==> src/rtl/cdc_burst_source.sv <==
`default_nettype none
// ----------------------------------------------------------------------------
// cdc_burst_source : buffers a ready/valid word stream and emits gapped bursts
// Revision 1.0
// ----------------------------------------------------------------------------
module cdc_burst_source #(
   parameter int WIDTH         = 8,
   parameter int BURST_LEN     = 16,
   parameter int IPG           = 8,
   parameter int BUF_DEPTH     = 32,
   parameter int FLUSH_TIMEOUT = 64
) (
   input  logic             clk_a,
   input  logic             rst_n,
   input  logic             en,
   input  logic             s_valid,
   input  logic [WIDTH-1:0] s_data,
   input  logic             s_last,
   output logic             s_ready,
   output logic             valid_a,
   output logic [WIDTH-1:0] data_a,
   output logic             busy,
   output logic [15:0]      bursts_sent
);

   localparam int AW    = (BUF_DEPTH > 1) ? $clog2(BUF_DEPTH) : 1;
   localparam int CW    = $clog2(BUF_DEPTH + 1);
   localparam int RW    = $clog2(BURST_LEN + 1);
   localparam int GAP_N = (IPG < 1) ? 1 : IPG;
   localparam int GW    = $clog2(GAP_N + 1);
   localparam int TW    = (FLUSH_TIMEOUT > 1) ? $clog2(FLUSH_TIMEOUT) : 1;

   localparam logic [CW-1:0] C_FULL  = CW'(BUF_DEPTH);
   localparam logic [CW-1:0] C_BURST = CW'(BURST_LEN);
   localparam logic [GW-1:0] C_GAPM1 = GW'(GAP_N - 1);
   localparam logic [TW-1:0] C_TOUT  = TW'((FLUSH_TIMEOUT > 0) ? FLUSH_TIMEOUT - 1 : 0);

   typedef enum logic [1:0] {
      IDLE = 2'd0,
      SEND = 2'd1,
      GAP  = 2'd2
   } state_t;

   state_t          state;
   logic [WIDTH:0]  mem [BUF_DEPTH];
   logic [AW-1:0]   wr_ptr;
   logic [AW-1:0]   rd_ptr;
   logic [CW-1:0]   count;
   logic [CW-1:0]   last_cnt;
   logic [RW-1:0]   rem;
   logic [GW-1:0]   gap_cnt;
   logic [TW-1:0]   idle_tmr;
   logic            push;
   logic            pop;
   logic            start;
   logic [WIDTH:0]  head;

   assign s_ready = rst_n & (count != C_FULL);
   assign push    = s_valid & s_ready;
   assign pop     = (state == SEND);
   assign head    = mem[rd_ptr];

   always_comb begin
      start = 1'b0;
      if (state == IDLE && en) begin
         if (count >= C_BURST || last_cnt != '0)
            start = 1'b1;
         if (FLUSH_TIMEOUT != 0 && count != '0 && idle_tmr == C_TOUT)
            start = 1'b1;
      end
   end

   // Storage carries no reset; pointers and count define which entries are live.
   always_ff @(posedge clk_a) begin
      if (push)
         mem[wr_ptr] <= {s_last, s_data};
   end

   always_ff @(posedge clk_a) begin
      if (!rst_n) begin
         state       <= IDLE;
         wr_ptr      <= '0;
         rd_ptr      <= '0;
         count       <= '0;
         last_cnt    <= '0;
         rem         <= '0;
         gap_cnt     <= '0;
         idle_tmr    <= '0;
         valid_a     <= 1'b0;
         data_a      <= '0;
         busy        <= 1'b0;
         bursts_sent <= '0;
      end else begin
         wr_ptr   <= wr_ptr + AW'(push);
         count    <= count + CW'(push) - CW'(pop);
         last_cnt <= last_cnt + CW'(push & s_last) - CW'(pop & head[WIDTH]);

         if (push || start || count == '0)
            idle_tmr <= '0;
         else if (state == IDLE && idle_tmr != '1)
            idle_tmr <= idle_tmr + TW'(1);

         case (state)
            IDLE: begin
               valid_a <= 1'b0;
               if (start) begin
                  rem   <= (count >= C_BURST) ? RW'(BURST_LEN) : RW'(count);
                  busy  <= 1'b1;
                  state <= SEND;
               end
            end
            SEND: begin
               // rem never exceeds count at start, so the head is always valid here.
               valid_a <= 1'b1;
               data_a  <= head[WIDTH-1:0];
               rd_ptr  <= rd_ptr + AW'(1);
               rem     <= rem - RW'(1);
               if (head[WIDTH] || rem == RW'(1)) begin
                  bursts_sent <= bursts_sent + 16'd1;
                  gap_cnt     <= '0;
                  state       <= GAP;
               end
            end
            GAP: begin
               valid_a <= 1'b0;
               if (gap_cnt == C_GAPM1) begin
                  busy  <= 1'b0;
                  state <= IDLE;
               end else begin
                  gap_cnt <= gap_cnt + GW'(1);
               end
            end
            default: state <= IDLE;
         endcase
      end
   end

endmodule
`default_nettype wire

==> config.mk <==
export PLATFORM = sky130hd
export DESIGN_NAME = cdc_burst_source
export DESIGN_NICKNAME = d
export VERILOG_FILES = /design/src/rtl/cdc_burst_source.sv
export SDC_FILE = /design/constraint.sdc
export NUM_CORES = 1
export LEC_CHECK = 0
export ABC_AREA = 1
export CORE_AREA = 3 3 176 178
export DETAILED_ROUTE_END_ITERATION = 7
export DIE_AREA = 0 0 179 181
export PLACE_DENSITY_LB_ADDON = 0.3
export REMOVE_ABC_BUFFERS = 1
export SLEW_MARGIN = 10
export SYNTH_ARGS = -nofsm -noshare
export SYNTH_HDL_FRONTEND = slang
export SYNTH_SLANG_ARGS = --single-unit
==> constraint.sdc <==
create_clock -name clk_a -period 8.08 [get_ports clk_a]
set_clock_uncertainty 0.1 [all_clocks]
set_input_delay 0.808 -clock clk_a [delete_from_list [all_inputs] [get_ports clk_a]]
set_output_delay 0.808 -clock clk_a [all_outputs]
set_load 0.01 [all_outputs]
==> reports/qor.csv <==
metric,value,unit
grt_max_degree,98,
period_minus_slack,4.20,ns
vias,10100,
routed_wl,33900,um
crit_path_max_incr_delay,0.69,ns
syn_inst,1347,
grt_overflow,0,
clock_latency,0.52,ns
critPathRequiredTime,8.38,ns
hold_viol,0,
grtUsageMet2,31.5,%
grt_busiest_layer,met2,
synth-seq-cells,358,
die_area,32400,um^2
ys.flop_type,edfxtp_1,
slew_viol_final,0,
cts_setup_buffers,0,
critPathMaxFanout,92,
grt_pass1_vias,9635,
ys_seq_area_share,67.4,%
arrival,4.49,ns
crit_family,buffers and inverters,
nFillCells,2435,
synth_top_area_share,58.0,%
cp_slowest_cell,inv_4,
dp_hpwl,20400,um
hold_buffers,0,
clk_pin_slew,0.06,ns
use_met3,3.80,%
status,finished clean,
cts_sinks,358,
cp_num_buf_inv,4,
fmax,238,MHz
layout.nets,1409,
synth_area_per_cell,11.1,um^2
end_kind,flip-flop,
ios,40,
yosysMostFrequentCell,edfxtp_1,
globalRouteMet1Util,31.2,%
synthDistinctLibCells,39,
via_per_inst,5.66,
die_x,179,um
dp.cells,1718,
post-synth-top-area-cell,edfxtp_1,
synth_edf_count,288,
detail-route-antenna-nets,0,
dr.pass1.iters,5,
die_height,181,um
antenna_cells,0,
hold_class,flip-flop to flip-flop,
startpoint_type,flip-flop,
row_count,63,
netlist_top_cells_count,"edfxtp_1, nor2_1, o21ai_0",
ctsRootBufferMaster,clkbuf_16,
htreeDepth,2,
fin_worst_hold_slack,0.361,ns
cts_max_path_buffers,3,
layout-drive-gt1-share,5.81,%
cts-buffers-inserted,38,
synthTopCellsByArea,"edfxtp_1, dfxtp_1, o21ai_0",
path_cells,"inv_4, buf_4, nand2_1, nand3_1, nand3_1, nand2_1, nand2_1, nand3_1, nand2_2, nor2_1, ha_1, inv_1, ha_1, inv_1, fa_1, nor3_1, a211oi_1, o21ai_0, a21oi_1",
cts_tree,done,
route.detailed.drc,0,
slew_headroom,29.1,%
core-area,29600,um^2
synth_compound_area_share,12.0,%
crit_type,flip-flop to flip-flop,
initial_core_util,50.5,%
synth_xor_area_share,1.23,%
yosys_warnings,0,
cts_resized,0,
syn_area,14900,um^2
fin_cells,1785,
leakage,5.84,nW
grt_usage,21.0,%
vdd_drop_max,0.160,mV
drv_cap,0,
synth_mux_area_share,0,%
setup-tns-final,0,ns
area_growth,12.3,%
place_congestion,0.862,
io_buffers,39,
antenna_found_initial,0,
rrSetupSlack,3.88,ns
routedWlPerCell,19.0,um
synth_adder_area_share,2.45,%
grt_pass1_wl,53700,um
yosys.area_share.simple,12.5,%
ys_async_sr_fraction,0,%
power_density,293,nW/um^2
rsz0062_at_grt,false,
worst_pin_slew,1.06,ns
drtIter0Drc,889,
setup_viol,0,
period_share,52.0,%
synth_top_family_by_area,simple AND/OR/NAND/NOR gates,
[sequential cells by signal, indices dropped and copies added (netlist names), named ones only]
register / flops
count: 6
mem: 288
rd_ptr: 5
valid_a: 1
idle_tmr: 6
data_a: 8
bursts_sent: 16
rem: 5
wr_ptr: 5
last_cnt: 6
state: 2
gap_cnt: 4
busy: 1
[path summary, 6_finish.rpt]
kind / start / endpoint / cells after the start
max: flip-flop / last_cnt[4] / 19
min: busy / busy / 2
max reg2reg: flip-flop / last_cnt[4] / 19
min reg2reg: busy / busy / 2
[tightest hold or removal path: cells and delay by family (launching register included)]
kind	cells	cell delay (ns)
compound gates	1	0.05
flops	1	0.30
simple gates	1	0.06
[per-layer routing]
metal / up-vias / share of wire [%]
met2: 395 / 45
met3: 80 / 7.7
li1: 4828 / -
met5: - / 0
met1: 4809 / 44
met4: 0 / 3.1
[where the power goes]
part           internal (W)  total [W]  switching [W]  leakage [nW]
combinational      0.000346    0.00106       0.000714          2.09
clock               0.00101    0.00171       0.000698         0.590
sequential          0.00207    0.00214      0.0000718          3.16
[layout make-up]
| type | instances | area (um^2) | share of cell area (%) |
|---|---|---|---|
| Clock buffer | 46 | 1000 | 5.98 |
| Multi-Input combinational cell | 835 | 4200 | 25.1 |
| Inverter | 82 | 310 | 1.85 |
| Tap cell | 390 | 488 | 2.91 |
| Timing Repair Buffer | 53 | 485 | 2.90 |
| Sequential cell | 358 | 10100 | 60.0 |
| Clock inverter | 21 | 216 | 1.29 |
[per-stage QoR]
stage,setup WS (ns),power (W),instance area [um^2],utilization [%]
after floorplan,2.39,0.00286,14600,-
after global placement,3.96,0.00321,15500,52.6
after detailed placement,3.89,0.00323,15500,52.6
after CTS,3.88,0.00493,16800,56.7
after global routing,3.47,0.00516,16800,56.7
final,3.88,0.00491,16800,56.7
[placed cells by master, fill, tap and decap left out, types with 2 or more instances in the layout]
cell             count
clkinv_1             7
clkbuf_16           39
o211ai_1             2
nor3_1              12
fa_1                 2
inv_6                2
xnor2_1              8
o22ai_1             63
nand2_1            138
buf_4               14
buf_2                2
clkinv_2             5
a21o_1               2
o21ai_0            172
ha_1                26
nand4_1              5
a211oi_1             2
nand2_4              2
clkbuf_1             7
clkdlybuf4s50_1     37
a21oi_1             59
xor2_1              13
or2_2                2
clkinvlp_4           2
bufinv_16            4
dfxtp_1             68
inv_1               79
o21ai_1             26
nand3_1             82
nor2_1             205
a31oi_1              3
edfxtp_1           288
[cells by family after synthesis]
group / Yosys count
compound gates: 334
xor+xnor: 21
fa+ha+maj: 28
buf+inv: 154
flops: 358
simple gates: 452
Power figures use the tool's default switching activity.
